File: config.mk
export PLATFORM = sky130hd
export DESIGN_NAME = fetch_sequencer_flat
export DESIGN_NICKNAME = d
export VERILOG_FILES = /design/src/rtl/cpu_pkg.sv /design/src/rtl/fetch_sequencer_if.sv /design/src/rtl/opcode_decode.sv /design/src/rtl/fetch_sequencer.sv /design/src/flat_wrapper.sv
export SDC_FILE = /design/constraint.sdc
export NUM_CORES = 1
export LEC_CHECK = 0
export BUFFER_PORTS_ARGS = -buffer_cell sky130_fd_sc_hd__buf_2
export CAP_MARGIN = 20
export CORE_ASPECT_RATIO = 1.75
export CORE_MARGIN = 4
export CORE_UTILIZATION = 40
export CTS_CLUSTER_DIAMETER = 150
export DETAILED_ROUTE_END_ITERATION = 8
export PLACE_DENSITY_LB_ADDON = 0.05
export SETUP_SLACK_MARGIN = 0.1
export SYNTH_ARGS = -nofsm -noshare
export SYNTH_HDL_FRONTEND = slang
export SYNTH_SLANG_ARGS = --single-unit
export TNS_END_PERCENT = 20
File: constraint.sdc
create_clock -name clk -period 1.3 [get_ports clk]
set_input_delay 0 -clock clk [delete_from_list [all_inputs] [get_ports clk]]
set_output_delay 0 -clock clk [all_outputs]
set_load 0.005 [all_outputs]
File: src/rtl/cpu_pkg.sv
// Shared CPU definitions: opcodes, instruction field positions and sequencer state
// encodings, used by the sequencer, the datapath and the bench.
package cpu_pkg;

  localparam logic [3:0] OP_NOP  = 4'b0000;
  localparam logic [3:0] OP_LOAD = 4'b0001;
  localparam logic [3:0] OP_ADD  = 4'b0010;
  localparam logic [3:0] OP_SUB  = 4'b0011;
  localparam logic [3:0] OP_JMP  = 4'b1000;
  localparam logic [3:0] OP_ADDI = 4'b1010;
  localparam logic [3:0] OP_SUBI = 4'b1011;
  localparam logic [3:0] OP_BR   = 4'b1100;
  localparam logic [3:0] OP_MOV  = 4'b1110;
  localparam logic [3:0] OP_OUT  = 4'b1111;

  localparam int OP_MSB  = 15;
  localparam int OP_LSB  = 12;
  localparam int RD_MSB  = 11;
  localparam int RD_LSB  = 9;
  localparam int RS_MSB  = 8;
  localparam int RS_LSB  = 6;
  localparam int IMM_MSB = 7;
  localparam int IMM_LSB = 0;
  localparam int TGT_MSB = 11;
  localparam int TGT_LSB = 8;

  typedef enum logic [1:0] {
    S_HALT  = 2'd0,
    S_FETCH = 2'd1,
    S_EXEC  = 2'd2,
    S_WB    = 2'd3
  } state_e;

endpackage

File: src/rtl/fetch_sequencer_if.sv
// Sequencer-side bus: program ROM port plus instruction/strobe outputs and the
// zero flag returned by the datapath.
interface fetch_sequencer_if #(
  parameter int ADDR_W = 4,
  parameter int INST_W = 16
);
  logic [ADDR_W-1:0] rom_addr;
  logic [INST_W-1:0] rom_inst;
  logic [INST_W-1:0] ir;
  logic              exec_en;
  logic              wb_en;
  logic              out_en;
  logic              zero_flag;

  modport master (
    output rom_addr, ir, exec_en, wb_en, out_en,
    input  rom_inst, zero_flag
  );

  modport slave (
    input  rom_addr, ir, exec_en, wb_en, out_en,
    output rom_inst, zero_flag
  );
endinterface

File: src/rtl/opcode_decode.sv
// Combinational opcode classifier; undefined opcodes decode as nop (all flags low).
module opcode_decode
  import cpu_pkg::*;
(
  input  logic [3:0] op_i,
  output logic       is_wb_o,
  output logic       is_out_o,
  output logic       is_jmp_o,
  output logic       is_br_o
);

  always_comb begin
    is_wb_o  = 1'b0;
    is_out_o = 1'b0;
    is_jmp_o = 1'b0;
    is_br_o  = 1'b0;
    case (op_i)
      OP_LOAD, OP_ADD, OP_SUB, OP_ADDI, OP_SUBI, OP_MOV: is_wb_o = 1'b1;
      OP_OUT:  is_out_o = 1'b1;
      OP_JMP:  is_jmp_o = 1'b1;
      OP_BR:   is_br_o  = 1'b1;
      default: ;
    endcase
  end

endmodule

File: src/rtl/fetch_sequencer.sv
// Three-cycle FETCH/EXEC/WB controller owning pc and ir; strobes are decodes of
// registered state so each fires for exactly one cycle per instruction.
module fetch_sequencer
  import cpu_pkg::*;
#(
  parameter int ADDR_W = 4,
  parameter int INST_W = 16
) (
  input  logic              clk,
  input  logic              rst,
  input  logic              run,
  input  logic              step,
  fetch_sequencer_if.master bus,
  output logic [ADDR_W-1:0] pc,
  output logic              halted
);

  state_e            state_q, state_d;
  logic [ADDR_W-1:0] pc_q, pc_d;
  logic [INST_W-1:0] ir_q, ir_d;
  logic              step_mode_q, step_mode_d;
  logic              br_taken_q, br_taken_d;

  logic is_wb, is_out, is_jmp, is_br;
  logic [ADDR_W-1:0] target;

  opcode_decode u_dec (
    .op_i     (ir_q[OP_MSB:OP_LSB]),
    .is_wb_o  (is_wb),
    .is_out_o (is_out),
    .is_jmp_o (is_jmp),
    .is_br_o  (is_br)
  );

  assign target = ir_q[TGT_MSB:TGT_LSB];

  always_comb begin
    state_d     = state_q;
    pc_d        = pc_q;
    ir_d        = ir_q;
    step_mode_d = step_mode_q;
    br_taken_d  = br_taken_q;
    case (state_q)
      S_HALT: begin
        // run wins over step when both arrive together
        if (run) begin
          state_d     = S_FETCH;
          step_mode_d = 1'b0;
        end else if (step) begin
          state_d     = S_FETCH;
          step_mode_d = 1'b1;
        end
      end
      S_FETCH: begin
        ir_d    = bus.rom_inst;
        state_d = S_EXEC;
      end
      S_EXEC: begin
        br_taken_d = bus.zero_flag;
        state_d    = S_WB;
      end
      S_WB: begin
        if (is_jmp || (is_br && br_taken_q)) pc_d = target;
        else                                 pc_d = pc_q + ADDR_W'(1);
        state_d = (!run || step_mode_q) ? S_HALT : S_FETCH;
      end
      default: state_d = S_HALT;
    endcase
  end

  always_ff @(posedge clk) begin
    if (rst) begin
      state_q     <= S_HALT;
      pc_q        <= '0;
      ir_q        <= '0;
      step_mode_q <= 1'b0;
      br_taken_q  <= 1'b0;
    end else begin
      state_q     <= state_d;
      pc_q        <= pc_d;
      ir_q        <= ir_d;
      step_mode_q <= step_mode_d;
      br_taken_q  <= br_taken_d;
    end
  end

  assign bus.rom_addr = pc_q;
  assign bus.ir       = ir_q;
  assign bus.exec_en  = (state_q == S_EXEC);
  assign bus.wb_en    = (state_q == S_WB) && is_wb;
  assign bus.out_en   = (state_q == S_WB) && is_out;
  assign pc           = pc_q;
  assign halted       = (state_q == S_HALT);

endmodule

File: src/flat_wrapper.sv
// flat-port wrapper written by rule: the top's interface ports become plain ports
module fetch_sequencer_flat import cpu_pkg::*;
#(
  parameter int ADDR_W = 4,
  parameter int INST_W = 16
)
  (clk, rst, run, step, pc, halted, bus_rom_addr, bus_ir, bus_exec_en, bus_wb_en, bus_out_en, bus_rom_inst, bus_zero_flag);
  fetch_sequencer_if #(.ADDR_W(ADDR_W), .INST_W(INST_W)) bus_i ();
  input  logic clk;
  input  logic rst;
  input  logic run;
  input  logic step;
  output logic [ADDR_W-1:0] pc;
  output logic halted;
  output wire logic [$bits(bus_i.rom_addr)-1:0] bus_rom_addr;
  output wire logic [$bits(bus_i.ir)-1:0] bus_ir;
  output wire logic [$bits(bus_i.exec_en)-1:0] bus_exec_en;
  output wire logic [$bits(bus_i.wb_en)-1:0] bus_wb_en;
  output wire logic [$bits(bus_i.out_en)-1:0] bus_out_en;
  input wire logic [$bits(bus_i.rom_inst)-1:0] bus_rom_inst;
  input wire logic [$bits(bus_i.zero_flag)-1:0] bus_zero_flag;
  assign bus_rom_addr = bus_i.rom_addr;
  assign bus_ir = bus_i.ir;
  assign bus_exec_en = bus_i.exec_en;
  assign bus_wb_en = bus_i.wb_en;
  assign bus_out_en = bus_i.out_en;
  assign bus_i.rom_inst = bus_rom_inst;
  assign bus_i.zero_flag = bus_zero_flag;
  fetch_sequencer #(.ADDR_W(ADDR_W), .INST_W(INST_W)) u_core (.clk(clk), .rst(rst), .run(run), .step(step), .bus(bus_i), .pc(pc), .halted(halted));
endmodule
==> impl_metrics.ini <==
[sta]
worst_pin_slew_ns = 0.466
report.final.hold_viol_count = 0
finalSetupViolations = 0
max-slew-margin-rel_pct = 68.9
layout_setup_ws_ns = 0.0143
drv_slew = 0
rsz0062_at_grt = yes
finClkSkew_ns = 0.00113
clock.fmax_mhz = 778
min_period_over_period_pct = 98.9
post-route-min-period_ns = 1.29

[global_routing]
grt-ovfl-total = 0
first_global_vias = 1191
grt_pass1_wl_microns = 5200
antenna_violations_before_repair = 0
pin_count_of_the_biggest_net_entering_global_routing = 25
globalRouteTotalUtil_pct = 16.2

[worst_setup_path]
crit_path_cell_chain = buf_6 -> or2b_1 -> a21oi_2 -> o21a_1 -> buf_2
setup.worst_path.class = register to primary output
critPathSlowestCell = dfxtp_2
timing.critical_path.max_delay_family = flip-flops
required_worst_endpoint_ns = 1.30
critical_path.n_buffers_inverters = 2
worst_setup_path_start_kind = register
worst-path-max-fanout = 3
max_stage_delay_ns = 0.33
worstSetupEndpointType = primary output
ff2ff_setup_slack_ns = 0.06
data_arrival_time_of_the_critical_path_ns = 1.29

[place]
dpl_wire_length_microns = 2050
routabilityCongestion = 0.722
post-place-ws_ns = -0.0380
placement.io_buffers = 48

[synth]
ys_types = 31
ys_seq_area_share_pct = 41.7
postSynthCellCount = 118
synth_nets = 145
syn-mean-instance-area_sq_um = 9.77
post_synth_instance_area_sq_mm = 0.00115
synth_area_leaders = dfxtp_1, mux2i_1, nor2_1, ha_1, buf_4
synth_top_area_share_pct = 41.7
number_of_warnings_reported_in_the_yosys_synthesis_log = 0
synth-seq-cells = 24
synth_top_cell_by_area = dfxtp_1

[outcome]
result_of_the_run = complete, no violations

[power_and_ir_drop]
pwr-share-comb_pct = 47.4
power_share_of_the_sequential_group_pct = 36.4
power_switching_share_pct = 34.7
power_frac_clock_pct = 16.2
finalPower_mw = 3.11
power_density_mw_per_mm2 = 1730
internal-power_mw = 2.03
p_leak_nw = 0.817
net-switching-power_mw = 1.08
irDropWorstVdd_v = 0.000916

[hold_path]
timing.hold.worst.class = input pin to register

[die]
io-pin-count = 49
design.core.area_sq_mm = 0.00272
fp.dieW_microns = 48.6
chipHeight_microns = 79.0
initial_utilization_pct = 42.3
die-area_sq_mm = 0.00384
fp-row-count = 25

[cells_and_area]
drive_above_1_share_pct = 44.7
antenna-diode-count = 0
synthToLayoutAreaGrowth_pct = 55.6
design.final.nets = 216
filler_cell_count = 224
final_cell_mix = buf_2, nor2_1, dfxtp_1
final_common_cell = buf_2

[clock_tree]
h-tree-depth = 1
cts_root_buf = clkbuf_8
clock_latency_ns = 0.26
clock_sink_count = 24
tritoncts = built
clock_transition_at_the_registers_of_the_reported_paths_ns = 0.08
clockBufferDepth = 2
cts-buffers-inserted = 3

[drt]
route.final.wire_length_microns = 2970
met2WireLength_microns = 1590
routed_wire_length_per_instance_microns = 13.8
drt_drc_violations_left = 0
vias_per_cell = 5.07
vias = 1091
final_antenna_net_count = 0
dr.pass1.iters = 4
topRoutingLayerUsed = met4
wl_met1_microns = 1230
met3RoutedLength_microns = 133
drt_first_iter_violations = 12

[run]
maxcap_violations = 0
==> what timing repair did <==
item,CTS,global route
setup buffers,5,2
endpoints found under the hold margin,17,0
setup endpoints to repair,24,25
gates resized for setup,15,9
hold buffers,17,0
pin swaps,4,5
==> power groups by stage <==
stage / registers [mW] / logic, mW / clock network [mW]
floorplan: 1.08 / 0.802 / 0
global placement: 1.09 / 1.13 / 0
detailed placement: 1.10 / 1.17 / 0
CTS: 1.13 / 1.38 / 0.517
global route: 1.16 / 1.63 / 0.547
finish: 1.13 / 1.47 / 0.502
==> synth_stat cells <==
master    number
a211o_1        1
nand2b_1       4
nand4_1        2
a31oi_1        3
nand2_1        1
a311oi_1       1
nor2_1        21
or3b_4         1
and3b_1        2
and2b_1        1
ha_1           6
clkbuf_1       2
o21ai_1        2
a211oi_1       2
o21bai_1       1
buf_4          5
nand3_1        3
mux2i_1       18
o22ai_2        1
o21a_1         1
o211ai_2       1
inv_1          3
or2b_1         1
a21oi_1        2
buf_2          2
nor3b_4        1
nor3b_1        1
nor2b_1        3
a41oi_1        1
dfxtp_1       24
nor4_1         1
==> worst paths after layout <==
check	startpoint	cells past startpoint	to
worst max-delay path	u_core.bus.ir[15]	5	bus_wb_en
worst min-delay path	bus_rom_inst[4]	3	u_core.bus.ir[4]
worst max register to register	u_core.bus.ir[15]	4	u_core.bus.rom_addr[3]
worst min register to register	u_core.bus.ir[3]	2	u_core.bus.ir[3]
==> cells by family after synthesis <==
| family | count (synthesis) | share of synthesized area [%] |
|---|---|---|
| compound gates | 16 | 10.4 |
| fa+ha+maj | 6 | 6.51 |
| buf+inv | 12 | 5.76 |
| flops | 24 | 41.7 |
| mux | 18 | 15.6 |
| simple gates | 42 | 20.0 |
==> layer usage <==
metal	GRT usage (%)	vias to the layer above
met5	0	-
met4	6.47	0
met3	2.25	2
met2	28.8	28
met1	19.2	515
li1	-	546
==> worst reg2reg max path: cells and delay by family (launching register included) <==
kind | cells | cell delay [ns]
buffers and inverters | 1 | 0.10
AOI/OAI and AO/OA | 2 | 0.25
DFF | 1 | 0.34
and+or+nand+nor | 1 | 0.41
==> registers in the layout (all words and copies together) (netlist names) <==
name / cells
u_core.bus.ir: 16
u_core.bus.rom_addr: 4
u_core.state_q: 2
u_core.br_taken_q: 1
u_core.step_mode_q: 1
==> through the flow <==
| stage | util, % | hold WS, ns | instances | setup TNS [ns] | cell area (sq um) |
|---|---|---|---|---|---|
| 2_1_floorplan | - | 0.0694 | 118 | 0 | 1170 |
| 3_3_place_gp | 52.2 | 0.234 | 187 | 0 | 1420 |
| 3_5_place_dp | 52.2 | 0.242 | 187 | -0.0741 | 1420 |
| 4_1_cts | 63.8 | 0.00664 | 213 | 0 | 1740 |
| 5_1_grt | 65.9 | 0.0126 | 215 | -0.0480 | 1790 |
| 6_report | 65.9 | 0.0116 | 215 | 0 | 1790 |
==> area by class of cell <==
| cell class | count | area [sq um] | area share [%] |
|---|---|---|---|
| Clock buffer | 4 | 55.1 | 3.07 |
| Inverter | 3 | 18.8 | 1.05 |
| Multi-Input combinational cell | 82 | 687 | 38.3 |
| Sequential cell | 24 | 493 | 27.5 |
| Tap cell | 27 | 33.8 | 1.88 |
| Timing Repair Buffer | 75 | 505 | 28.2 |
No activity file was read; power rests on OpenSTA's default activity.
